File: src/rtl/regfile_dump_reader.sv
// Walks a register-file index range through two combinational read ports and streams (index, value)
// pairs over a valid/ready handshake. Define REGFILE_DUMP_XZR_ZERO_EN to report index 31 as zero (XZR).
module regfile_dump_reader #(
  parameter int DATA_W = 64,
  parameter int IDX_W  = 5
) (
  input  logic              clk,
  input  logic              rst_n,
  input  logic              start,
  input  logic [IDX_W-1:0]  first_reg,
  input  logic [IDX_W-1:0]  last_reg,
  output logic [IDX_W-1:0]  Rn,
  output logic [IDX_W-1:0]  Rm,
  input  logic [DATA_W-1:0] out1,
  input  logic [DATA_W-1:0] out2,
  output logic              dump_valid,
  input  logic              dump_ready,
  output logic [IDX_W-1:0]  dump_idx,
  output logic [DATA_W-1:0] dump_data,
  output logic              busy,
  output logic              done
);

`ifdef REGFILE_DUMP_XZR_ZERO_EN
  localparam bit XZR_EN = 1'b1;
`else
  localparam bit XZR_EN = 1'b0;
`endif

  localparam logic [IDX_W-1:0] XZR_IDX = {IDX_W{1'b1}};

  typedef enum logic [2:0] {
    S_IDLE,
    S_FETCH,
    S_SEND0,
    S_SEND1,
    S_DONE
  } state_t;

  state_t              r_state;
  logic [IDX_W-1:0]    r_idx;
  logic [IDX_W-1:0]    r_last;
  logic [DATA_W-1:0]   r_buf0;
  logic [DATA_W-1:0]   r_buf1;
  logic [IDX_W-1:0]    r_rn;
  logic [IDX_W-1:0]    r_rm;
  logic                r_valid;
  logic [IDX_W-1:0]    r_didx;
  logic [DATA_W-1:0]   r_ddata;
  logic                r_busy;
  logic                r_done;

  logic [IDX_W-1:0]    w_idx_p1;
  logic [IDX_W-1:0]    w_idx_p2;
  logic [IDX_W-1:0]    w_idx_p3;
  logic [IDX_W-1:0]    w_first_p1;

  assign w_idx_p1   = r_idx + IDX_W'(1);
  assign w_idx_p2   = r_idx + IDX_W'(2);
  assign w_idx_p3   = r_idx + IDX_W'(3);
  assign w_first_p1 = first_reg + IDX_W'(1);

  // The zero register reads as zero only when XZR semantics are compiled in.
  function automatic logic [DATA_W-1:0] xzr_mask(input logic [IDX_W-1:0] idx,
                                                 input logic [DATA_W-1:0] data);
    return (XZR_EN && (idx == XZR_IDX)) ? '0 : data;
  endfunction

  always_ff @(posedge clk or negedge rst_n) begin
    if (!rst_n) begin
      r_state <= S_IDLE;
      r_idx   <= '0;
      r_last  <= '0;
      r_buf0  <= '0;
      r_buf1  <= '0;
      r_rn    <= '0;
      r_rm    <= '0;
      r_valid <= 1'b0;
      r_didx  <= '0;
      r_ddata <= '0;
      r_busy  <= 1'b0;
      r_done  <= 1'b0;
    end else begin
      case (r_state)
        S_IDLE: begin
          r_done <= 1'b0;
          if (start) begin
            r_busy <= 1'b1;
            r_last <= last_reg;
            if (first_reg <= last_reg) begin
              r_state <= S_FETCH;
              r_idx   <= first_reg;
              r_rn    <= first_reg;
              r_rm    <= w_first_p1;
            end else begin
              r_state <= S_DONE;
              r_done  <= 1'b1;
            end
          end
        end

        S_FETCH: begin
          r_buf0  <= out1;
          r_buf1  <= out2;
          r_rn    <= '0;
          r_rm    <= '0;
          r_valid <= 1'b1;
          r_didx  <= r_idx;
          r_ddata <= xzr_mask(r_idx, out1);
          r_state <= S_SEND0;
        end

        S_SEND0: begin
          if (dump_ready) begin
            if (r_idx == r_last) begin
              r_valid <= 1'b0;
              r_didx  <= '0;
              r_ddata <= '0;
              r_done  <= 1'b1;
              r_state <= S_DONE;
            end else begin
              r_didx  <= w_idx_p1;
              r_ddata <= xzr_mask(w_idx_p1, r_buf1);
              r_state <= S_SEND1;
            end
          end
        end

        S_SEND1: begin
          if (dump_ready) begin
            r_valid <= 1'b0;
            r_didx  <= '0;
            r_ddata <= '0;
            if (w_idx_p1 == r_last) begin
              r_done  <= 1'b1;
              r_state <= S_DONE;
            end else begin
              // idx+1 < last here, so idx+2 <= last and never wraps.
              r_idx   <= w_idx_p2;
              r_rn    <= w_idx_p2;
              r_rm    <= w_idx_p3;
              r_state <= S_FETCH;
            end
          end
        end

        S_DONE: begin
          r_done  <= 1'b0;
          r_busy  <= 1'b0;
          r_state <= S_IDLE;
        end

        default: begin
          r_state <= S_IDLE;
          r_valid <= 1'b0;
          r_busy  <= 1'b0;
          r_done  <= 1'b0;
        end
      endcase
    end
  end

  assign Rn         = r_rn;
  assign Rm         = r_rm;
  assign dump_valid = r_valid;
  assign dump_idx   = r_didx;
  assign dump_data  = r_ddata;
  assign busy       = r_busy;
  assign done       = r_done;

endmodule
File: config.mk
export PLATFORM = sky130hd
export DESIGN_NAME = regfile_dump_reader
export DESIGN_NICKNAME = d
export VERILOG_FILES = /design/src/rtl/regfile_dump_reader.sv
export SDC_FILE = /design/constraint.sdc
export NUM_CORES = 1
export LEC_CHECK = 0
export CAP_MARGIN = 20
export CORE_UTILIZATION = 30
export CTS_BUF_LIST = sky130_fd_sc_hd__clkbuf_4 sky130_fd_sc_hd__clkbuf_8 sky130_fd_sc_hd__clkbuf_16
export DETAILED_ROUTE_END_ITERATION = 16
export DONT_BUFFER_PORTS = 1
export PLACE_DENSITY = 0.46
export SLEW_MARGIN = 20
export SYNTH_ARGS = -nofsm -noshare
export SYNTH_HDL_FRONTEND = slang
export SYNTH_SLANG_ARGS = --single-unit
File: constraint.sdc
create_clock -name clk -period 4.9 [get_ports clk]
set_clock_uncertainty 0.1 [all_clocks]
set_input_delay 0.735 -clock clk [delete_from_list [all_inputs] [get_ports clk]]
set_output_delay 0.735 -clock clk [all_outputs]
set_load 0.02 [all_outputs]
======== Yosys cells after proc, flatten, opt, wreduce, memory -nomap -nowiden ========
Cells that the tools add are included.
Widths: inputs -> output; s select.
word-level totals
  register bits after elaboration ......... 159
  output and inout bits ................... 82
  logic and storage cells ................. 85
cells by class
  add/subtract/negate cells ............... 4
  magnitude comparators ................... 1
  equal/unequal tests ..................... 13
  muxes and demuxes ....................... 39
  bitwise logic cells ..................... 3
  reductions and logical operators ........ 14
operator list
  kind                 count
  $mux 64              3
  $pmux 64 s3          1
  $mux 5               11
  $pmux 5 s3           3
  $mux 3               6
  $reduce_and 5->1     3
  $ne 2x2->1 const B   7
  $pmux 3 s4           1
  $add 5x1->5 const B  2
  $add 5x2->5 const B  2
  $eq 5x5->1           2
  $mux 1               10
  $pmux 5 s2           1
  $pmux 1 s4           2
  $eq 3x2->1 const B   2
  $reduce_and 3->1     2
  $reduce_bool 3->1    2
  $le 5x5->1           1
  $reduce_and 2->1     2
  $reduce_and 4->1     1
  $eq 3x1->1 const B   1
  $eq 3x3->1 const B   1
  $logic_not 3->1      1
  $not 1->1            3
  4 further kinds      4

======== Depth between registers and ports, before layout ========
Gate-level depths: netlist of the first run.
  depth in word-level cells ............... 5
  gate-level depth with buffers ........... 9

======== Least setup slack after synthesis of the first run ========
No wires, ideal clock.
  kind .................................... input to register
  from .................................... in last_reg[3]
  to ...................................... reg r_rm[0] (netlist: Rm[0])
  data arrival time ....................... 2.391 ns
  setup slack ............................. 2.284 ns
  cell stages on the path ................. 8
  path buffers ............................ 1
  cell sequence ........................... inv_1 > ha_1 > and3_1 > a211oi_1 > a211oi_1 > or3_1 > buf_6 > mux2_4
on the way
  longest elaborated chain between the ends .. 3
RTL lines
  what                               RTL line  text
  start: declaration                 11        input logic [IDX_W-1:0] last_reg,
  $le 5x5->1                         90        if (first_reg <= last_reg) begin
  $ne 2x2->1 (no source line)        -
  $reduce_and 5->1 (no source line)  -
  end signal: assignment             94        r_rm <= w_first_p1;
  end signal: assignment             141       r_rm <= w_idx_p3;
  end: declaration                   46        logic [IDX_W-1:0] r_rm;
No other way between the ends.
A chain may end at the register's enable or synchronous reset.

======== Final worst setup path of the first run ========
  from .................................... reg r_idx[2]
  to ...................................... reg r_didx[4] (netlist: dump_idx[4])
on the way
  longest elaborated chain between the ends .. 4
  elaborated cells on any way between the ends .. 5
  those cells by class .................... 1 x add/sub; 1 x eq/ne; 3 x mux
RTL lines
  what                                              RTL line  text
  start: declaration                                41        logic [IDX_W-1:0] r_idx;
  start signal: assignment                          92        r_idx <= first_reg;
  start signal: assignment                          139       r_idx <= w_idx_p2;
  $add 5x1->5 / $eq 5x5->1 (equally long branches)  58, 115
  $mux 5 (*)                                        115       if (r_idx == r_last) begin
  $mux 5 (*)                                        114       if (dump_ready) begin
  $pmux 5 s3 (*)                                    84        case (r_state)
  end signal: assignment                            108       r_didx <= r_idx;
  end signal: assignment                            122       r_didx <= w_idx_p1;
  end: declaration                                  48        logic [IDX_W-1:0] r_didx;
Mark *: on every way between the ends. The rest lies on a longest branch, timed or not. The select of a mux whose other input is x is not followed.

==> out/metrics.csv, run 1 <==
stage,metric,value,unit
power_and_ir_drop,power.density,830,nW/um^2
sta,post-route-period-util,59.9,%
critical_path,critPathMaxFanout,42,
critical_path,start_kind,flop,
clock_tree,clock-root-buffer,clkbuf_16,
power_and_ir_drop,p_leak,3.40,nW
clock_tree,cts.sinks,159,
clock_tree,clockBufferDepth,2,
sta,worst_slew_pin_slew,934,ps
clock_tree,clk_pin_slew,70,ps
synth,synth_nets,793,
drt,firstDrtPassIters,4,
drt,viasPerCell,5.22,
final_layout,drive_above_1_share,19.5,%
global_route,grt_pass1_wl,30600,um
synth,synth-edff-count,0,
synth,yosysSeqAreaShare,55.4,%
sta,finalHoldViolCount,0,
floorplan,row_count,56,
final_layout,area_delta_synth_final,12.8,%
synth,syn-instance-count,641,
place,pre_cts_ws,2010,ps
drt,drc,0,
clock_tree,cts_buffers,17,
final_layout,nFillCells,2390,
place,gp_congestion,0.812,
global_route,grt_pass1_vias,5132,
drt,vias,4974,
drt,first_iter_violations,386,
synth,ys.warnings.count,0,
sta,rsz0062_at_grt,no,
synth,async_flop_share,100,%
place,io_buffer_count,0,
clock_tree,clk_latency,420,ps
critical_path,cp.required,5130,ps
floorplan,die_h,157,um
place,dp_hpwl,13500,um
critical_path,critical_path_class,reg2reg,
critical_path,reg2reg_from,r_idx[2],
sta,setup_tns,0,ps
hold_path,hold_path.class,in2async,
critical_path,critical_path.startpoint,r_idx[2],
sta,fmax,0.341,GHz
floorplan,core_area,23500,sq um
drt,wl,19900,um
floorplan,pin_count,224,
drt,wire_per_inst,20.9,um
drt,route.antenna.remaining_nets,0,
synth,synth_area_per_cell,11.2,sq um
clock_tree,cts.htree.levels,4,
global_route,grt_use_total,16.7,%
clock_tree,cts_tree,done,
critical_path,worst_ep_arrival_time,3160,ps
synth,ys_ff_latch,159,
outcome,status,"complete, no violations",
clock_tree,cts-resized-gates,0,
sta,max_slew_margin,37.6,%
floorplan,start_util,30.6,%
floorplan,die_w,157,um
sta,worst_slack,1970,ps
global_route,grt_start_max_net_pins,160,
flow_run,drv_cap,0,
floorplan,dieArea,24600,sq um
global_route,overflow,0,
global_route,antenna_found_initial,5,
synth,syn_area,7190,sq um
synth,synthDistinctLibCells,52,
final_layout,layout.nets,770,
sta,maxSlewViolCount,0,
sta,setup_violations,0,
critical_path,worstSetupEndpointType,flop,
synth,synth-main-ff-cell,dfrtp_1,
sta,fin_crit,2930,ps
power_and_ir_drop,peakVddDrop,0.276,mV
## sequential cells by signal, indices dropped and copies added (netlist names)
register and count:
dump_idx 5, Rm 5, r_buf1 64, dump_valid 1, r_state 3, dump_data 64, done 1, busy 1
r_last 5, Rn 5, r_idx 5
## repair_timing
item,in CTS,in global routing
endpoints found under the hold margin,159,0
hold buffers,1,0
buffers inserted,0,0
## synthesized netlist by cell type, types with 2 or more instances
master	instances	share of area [%]
xnor2_2	2	0.45
a211oi_1	2	0.21
o2bb2ai_1	4	0.49
xor2_1	6	0.73
mux2_4	6	1.3
nand2_1	24	1.3
xnor2_1	7	0.85
a21oi_1	14	0.97
a21o_1	5	0.52
and3_1	5	0.44
ha_1	10	1.7
o22ai_1	4	0.35
o21ai_0	13	0.91
o41ai_1	2	0.24
nor2b_1	3	0.26
nand3_1	5	0.35
mux2i_1	3	0.42
mux2_2	64	10
clkbuf_1	28	1.5
a221oi_1	66	8.0
dfrtp_1	159	55
nor2_1	143	7.5
o31ai_1	5	0.52
a22oi_1	2	0.21
nand2b_1	2	0.17
buf_2	18	1.3
inv_1	14	0.73
## routing by layer
layer | routed length, um | track usage [%] | up-vias
met5 | 23 | 0 | -
met4 | 288 | 5.23 | 4
met3 | 2050 | 8.58 | 26
met2 | 9250 | 25.0 | 212
met1 | 8270 | 20.6 | 2474
li1 | - | - | 2258
## metrics by stage
stage | area (sq um) | std cells | power, mW | hold WS [ps] | utilization (%)
2_1_floorplan | 7190 | 641 | 4.73 | 339 | -
3_3_place_gp | 7440 | 917 | 5.28 | 345 | 31.7
3_5_place_dp | 7440 | 917 | 5.37 | 344 | 31.7
4_1_cts | 8100 | 950 | 6.83 | 291 | 34.5
5_1_grt | 8100 | 951 | 7.24 | 268 | 34.5
6_report | 8110 | 953 | 6.73 | 182 | 34.5
## critical path, stage by stage (launching register included)
cell and delay, ps:
dfrtp_1 630, xor2_1 270, nor4b_4 100, a21oi_4 710, buf_4 550, a2111oi_0 190
a311oi_1 230
## worst paths after layout
| path | to | cells after the start | slack [ps] |
|---|---|---|---|
| min | dump_idx[1] | 1 | 180 |
| min in group clk | r_last[0] | 2 | 330 |
| max reg2reg | dump_idx[4] | 6 | 1970 |
| max | dump_idx[4] | 6 | 1970 |
| min reg2reg | r_buf1[60] | 1 | 410 |
| max in group asynchronous | dump_data[7] | 1 | 3850 |
## final cells by class
type	instances	area (sq um)	share of cell area, %
flip-flops and latches	159	3980	49.1
diodes	3	7.51	0.0926
inverters	14	52.6	0.648
well taps	319	399	4.92
multi-input cells	419	2960	36.6
clock buffers	17	425	5.25
repair buffers	7	72.6	0.895
clock inverters	15	205	2.53
## placed cells by master, fill, tap and decap left out, types with 10 or more instances in the layout
| cell type | Yosys | final |
|---|---|---|
| ha_1 | 10 | 10 |
| a21oi_1 | 14 | 13 |
| inv_1 | 14 | 13 |
| dfrtp_1 | 159 | 159 |
| nor2_1 | 143 | 142 |
| nand2_1 | 24 | 24 |
| o21ai_0 | 13 | 13 |
| a221oi_1 | 66 | 66 |
| mux2_2 | 64 | 64 |
| clkbuf_16 | 0 | 17 |
## power breakdown
group          internal [mW]  leakage, nW  switching, mW
Combinational           1.01         1.21           1.33
Clock                  0.749        0.308          0.657
Sequential              2.00         1.89          0.986
Total                   3.76         3.40           2.97
## cell families (layout without fill, tap and decap cells)
group	Yosys count	in the layout	synth area share (%)
other	0	3	0
muxes	73	73	11.7
and+or+nand+nor	189	189	10.8
buffers and inverters	63	53	3.78
adders and majority gates	10	10	1.74
AOI/OAI and AO/OA	131	131	14.3
xor gates and xnor gates	16	16	2.26
DFF	159	159	55.4
Power figures use the tool's default switching activity.
==> run 2, diff against run 1 <==
Settings changed: PLACE_DENSITY 0.46 to 0.47.
Clock period 4.9 ns to 2.39 ns, I/O delays scaled along.
==> run 2 against run 1 <==
The flow now finishes with violations (negative hold slack). Setup slack lost 1900 ps. Critical path depth grew 2. Via count grew 7.8%. Utilization grew 4.7 points. Hold slack lost 650 ps. Global-route usage is essentially flat. Design area grew 14%. Clock power grew 110%. Die area is the same. Maximum frequency grew 28%. Register-to-register slack lost 1900 ps. Wire length grew 0.80%. Largest power group unchanged. Highest routed layer is now met4.
==> out/metrics.csv, run 2 (same netlist as run 1, synthesis figures left out) <==
stage,metric,value,unit,change
clock_tree,clock-root-buffer,clkbuf_16,,
power_and_ir_drop,p_leak,3.89,nW,+14%
critical_path,start_kind,flop,,
final_layout,layout_commonest_cell,dfrtp_1,,
outcome,status,finished with violations,,
drt,wire_per_inst,18.9,um,-9.4%
power_and_ir_drop,power.density,1580,nW/um^2,+90%
drt,route.antenna.remaining_nets,0,,unchanged
power_and_ir_drop,finalPower,14.6,mW,+120%
critical_path,r2r_setup_slack,90,ps,-1880 ps
final_layout,layout.nets,878,,+14%
floorplan,row_count,56,,unchanged
critical_path,critical_path_class,reg2reg,,
sta,worst_slack,90.2,ps,-1880 ps
global_route,grt_pass1_vias,5560,,+8.3%
global_route,grt_use_met1,20.2,%,-0.43 points
sta,max_slew_margin,63.6,%,+26 points
floorplan,die_h,157,um,unchanged
sta,post-route-period-util,96.2,%,+36 points
global_route,grt_pass1_wl,31300,um,+2.3%
drt,wl,20000,um,+0.80%
final_layout,final_cell_mix,"dfrtp_1, nor2_1, dlygate4sd3_1",,
critical_path,path_cells,inv_2 -> ha_4 -> xor2_1 -> a211oi_2 -> o2111a_1 -> or3_1 -> buf_4 -> mux2_4,,
floorplan,core_area,23500,sq um,unchanged
sta,finalHoldViolCount,159,,+159
final_layout,fin_area,9210,sq um,+14%
outcome,violations,negative hold slack,,
place,io_buffer_count,0,,unchanged
global_route,use_met3,6.01,%,-2.6 points
place,pre_cts_ws,31.6,ps,-1970 ps
sta,rsz0062_at_grt,no,,
clock_tree,clockBufferDepth,2,,unchanged
floorplan,dieArea,24600,sq um,unchanged
drt,vias,5362,,+7.8%
sta,setup_violations,0,,unchanged
clock_tree,cts.sinks,159,,unchanged
global_route,grt_start_max_net_pins,160,,unchanged
global_route,overflow,0,,unchanged
place,gp_congestion,0.819,,+0.89%
place,dp_hpwl,13700,um,+2.0%
critical_path,cpPeakStageDelay,440,ps,-270 ps
hold_path,hold_path.class,in2async,,
clock_tree,clk_pin_slew,70,ps,about the same
final_layout,drive_above_1_share,20.6,%,+1.1 points
sta,fin_hold_ws,-469,ps,-650 ps
critical_path,cp.required,2590,ps,-2540 ps
clock_tree,cts_tree,done,,
clock_tree,clk_latency,420,ps,about the same
clock_tree,cts_buffers,17,,unchanged
final_layout,area_delta_synth_final,28.1,%,
floorplan,pin_count,224,,unchanged
sta,worst_slew_pin_slew,545,ps,-388 ps
drt,first_iter_violations,276,,-28%
critical_path,critPathMaxFanout,9,,-79%
power_and_ir_drop,peakVddDrop,0.642,mV,+130%
drt,viasPerCell,5.06,,-3.1%
flow_run,drv_cap,0,,unchanged
sta,fmax,0.435,GHz,+28%
drt,drc,0,,unchanged
sta,maxSlewViolCount,0,,unchanged
sta,setup_tns,0,ps,unchanged
drt,firstDrtPassIters,4,,unchanged
sta,fin_crit,2300,ps,-634 ps
floorplan,die_w,157,um,unchanged
clock_tree,holdBufCountCts,82,,+81
global_route,use_met2,27.7,%,+2.7 points
critical_path,slowest_stage,dfrtp_1,,
floorplan,start_util,30.6,%,unchanged
critical_path,worstSetupEndpointType,flop,,
clock_tree,cts.htree.levels,4,,unchanged
place,postPlaceCellArea,7690,sq um,+3.4%
critical_path,worst_ep_arrival_time,2500,ps,-660 ps
global_route,antenna_found_initial,3,,-2
global_route,grt_use_total,16.7,%,about the same
global_route,top_usage_layer,met2,,
==> run 2: critical path, delay by kind of cell, from the launching register on <==
family          cells  cell delay [ps]
compound gates      2              240
xor+xnor            1              180
fa+ha+maj           1              280
buf+inv             2              290
flops               1              440
mux                 1              300
simple gates        1              370
==> run 2: cell type report <==
class                   count  area [sq um]
multi-input cells         419          2990
flip-flops and latches    159          3980
fillers                  2298         14300
inverters                  14          52.6
diodes                      3          7.51
repair buffers            115          1140
clock buffers              17           425
well taps                 319           399
clock inverters            14           216
==> run 2: worst paths after layout <==
path	end	cells after the start	startpoint
worst max-delay path	Rm[2]	8	r_idx[1]
worst min register to register	r_buf1[6]	1	r_buf1[6]
worst max register to register	Rm[2]	8	r_idx[1]
min in group clk	dump_data[11]	2	out1[11]
max in group asynchronous	r_idx[2]	0	rst_n
worst min-delay path	busy	0	rst_n
==> run 2: metrics by stage <==
stage          utilization (%)  std cells
6_report                  39.2       1060
3_3_place_gp              32.8        941
2_1_floorplan                -        641
5_1_grt                   39.2       1060
3_5_place_dp              32.8        941
4_1_cts                   39.0       1054
==> run 2: routing by layer <==
| metal | share of wire (%) | vias up |
|---|---|---|
| li1 | - | 2482 |
| met1 | 41 | 2684 |
| met2 | 50 | 179 |
| met3 | 7.6 | 17 |
| met4 | 1.4 | 0 |
| met5 | 0 | - |
==> run 2: where the power goes <==
part           internal [mW]  switching (mW)
sequential              4.10            1.98
combinational           2.59            2.87
clock                   1.79            1.22
==> run 2: what timing repair did <==
item	in CTS	in global routing
hold endpoints to repair	241	159
setup endpoints to repair	0	18
setup buffers	0	3
resized for setup	0	4
==> run 3, diff against run 2 <==
Settings changed: RECOVER_POWER set to 100.
==> run 3 against run 2 <==
The flow still finishes with violations (negative hold slack). Global-route usage did not move. First-iteration DRC count fell by 6.9%. Utilization fell by 0.13 points. Power fell by 0.41%. Combinational power fell by 0.9%. Critical path depth did not move. Largest cell class unchanged. Highest routed layer unchanged.
==> out/metrics.csv, run 3 (same netlist as run 1, synthesis figures left out) <==
stage,metric,value,unit,change
global_route,antenna_found_initial,3,,unchanged
sta,worst_slew_pin_slew,689,ps,+143 ps
sta,fmax,0.434,GHz,-0.14%
final_layout,stdcell_count,1060,,unchanged
sta,max_slew_margin,54.1,%,-9.5 points
sta,fin_crit,2300,ps,+3.28 ps
floorplan,dieArea,24600,sq um,unchanged
floorplan,pin_count,224,,unchanged
drt,vias,5394,,+0.60%
floorplan,row_count,56,,unchanged
floorplan,core_area,23500,sq um,unchanged
drt,wire_per_inst,18.9,um,-0.20%
clock_tree,cts.htree.levels,4,,unchanged
clock_tree,cts_buffers,17,,unchanged
hold_path,hold_path.class,in2async,,
critical_path,cpPeakStageDelay,440,ps,about the same
sta,setup_tns,0,ps,unchanged
final_layout,layout.nets,878,,unchanged
critical_path,crit_family,flip-flops,,
outcome,status,finished with violations,,
power_and_ir_drop,finalPower,14.5,mW,-0.41%
critical_path,cp.required,2590,ps,about the same
drt,first_iter_violations,257,,-6.9%
place,io_buffer_count,0,,unchanged
drt,wl,20000,um,-0.20%
drt,drc,0,,unchanged
clock_tree,cts.sinks,159,,unchanged
final_layout,drive_above_1_share,20.2,%,-0.41 points
sta,finalHoldViolCount,159,,unchanged
place,postPlaceCellArea,7690,sq um,unchanged
clock_tree,cts_tree,done,,
floorplan,die_w,157,um,unchanged
sta,post-route-period-util,96.4,%,+0.14 points
floorplan,start_util,30.6,%,unchanged
global_route,grt_pass1_vias,5560,,unchanged
critical_path,worstSetupEndpointType,flop,,
floorplan,die_h,157,um,unchanged
global_route,grt_pass1_wl,31300,um,unchanged
drt,route.antenna.remaining_nets,0,,unchanged
critical_path,worst_ep_arrival_time,2510,ps,about the same
critical_path,path_cells,inv_2 -> ha_4 -> xor2_1 -> a211oi_2 -> o2111a_1 -> or3_1 -> buf_4 -> mux2_4,,
place,gp_congestion,0.819,,unchanged
final_layout,final_cell_mix,"dfrtp_1, nor2_1, dlygate4sd3_1",,
clock_tree,clk_pin_slew,70,ps,about the same
drt,viasPerCell,5.09,,+0.60%
critical_path,cp_num_buf_inv,2,,unchanged
flow_run,drv_cap,0,,unchanged
critical_path,critical_path_class,reg2reg,,
final_layout,fin_area,9180,sq um,-0.34%
sta,setup_violations,0,,unchanged
outcome,violations,negative hold slack,,
clock_tree,clock-root-buffer,clkbuf_16,,
power_and_ir_drop,p_leak,3.88,nW,-0.45%
global_route,overflow,0,,unchanged
final_layout,layout_commonest_cell,dfrtp_1,,
clock_tree,clockBufferDepth,2,,unchanged
place,dpl.cell_count,941,,unchanged
power_and_ir_drop,power.density,1580,nW/um^2,about the same
sta,rsz0062_at_grt,no,,
sta,maxSlewViolCount,0,,unchanged
sta,fin_hold_ws,-469,ps,-0.288 ps
place,dp_hpwl,13700,um,unchanged
clock_tree,holdBufCountCts,82,,unchanged
final_layout,area_delta_synth_final,27.7,%,
global_route,grt_use_total,16.7,%,unchanged
critical_path,critPathMaxFanout,9,,unchanged
critical_path,start_kind,flop,,
clock_tree,clk_latency,420,ps,about the same
drt,firstDrtPassIters,5,,+1
power_and_ir_drop,peakVddDrop,0.610,mV,-5.0%
global_route,grt_start_max_net_pins,160,,unchanged
critical_path,slowest_stage,dfrtp_1,,
==> run 3: changes by cell type in the layout (fill, tap and decap cells not counted), sizes merged <==
| cell | delta |
|---|---|
| clkbuf | +7 |
| buf | -7 |
==> run 3: layout make-up <==
| type | instances | area (sq um) |
|---|---|---|
| antenna | 3 | 7.51 |
| sequential | 159 | 3980 |
| clock buffer | 17 | 425 |
| clock inverter | 14 | 216 |
| multi-input combinational | 419 | 2990 |
| fill | 2305 | 14300 |
| tap | 319 | 399 |
| timing repair buffer | 115 | 1110 |
| inverter | 14 | 52.6 |
==> run 3: worst paths after layout <==
check,cells past startpoint,end,start,slack (ps)
worst min register to register,1,r_buf1[6],r_buf1[6],410
worst min-delay path,0,busy,rst_n,-470
max in group asynchronous,0,dump_data[47],rst_n,2210
min in group clk,2,dump_data[24],out1[24],20
worst max-delay path,8,Rm[2],r_idx[1],90
worst max register to register,8,Rm[2],r_idx[1],90
==> run 3: per-layer routing <==
layer,global-route usage [%],up-vias,wire [um]
met3,6.01,15,1570
met2,27.7,175,9980
li1,-,2479,-
met4,4.86,0,266
met1,20.2,2725,8180
met5,0,-,0
==> run 3: stage by stage <==
| stage | util (%) | setup WS (ps) |
|---|---|---|
| after floorplan | - | 14.9 |
| after global placement | 32.8 | 67.0 |
| after detailed placement | 32.8 | 31.6 |
| after CTS | 39.0 | 48.5 |
| after global routing | 39.1 | 1.44 |
| final | 39.1 | 87.0 |
==> run 3: power by group <==
part           leakage (nW)  total [mW]  internal (mW)  switching [mW]
clock network         0.313        3.01           1.79            1.22
registers              1.89        6.08           4.10            1.98
logic                  1.68        5.41           2.55            2.86
==> run 3: repair_timing <==
item | CTS | global route
setup endpoints to repair | 0 | 18
resized for setup | 0 | 4
hold endpoints to repair | 241 | 159
buffers inserted | 0 | 3
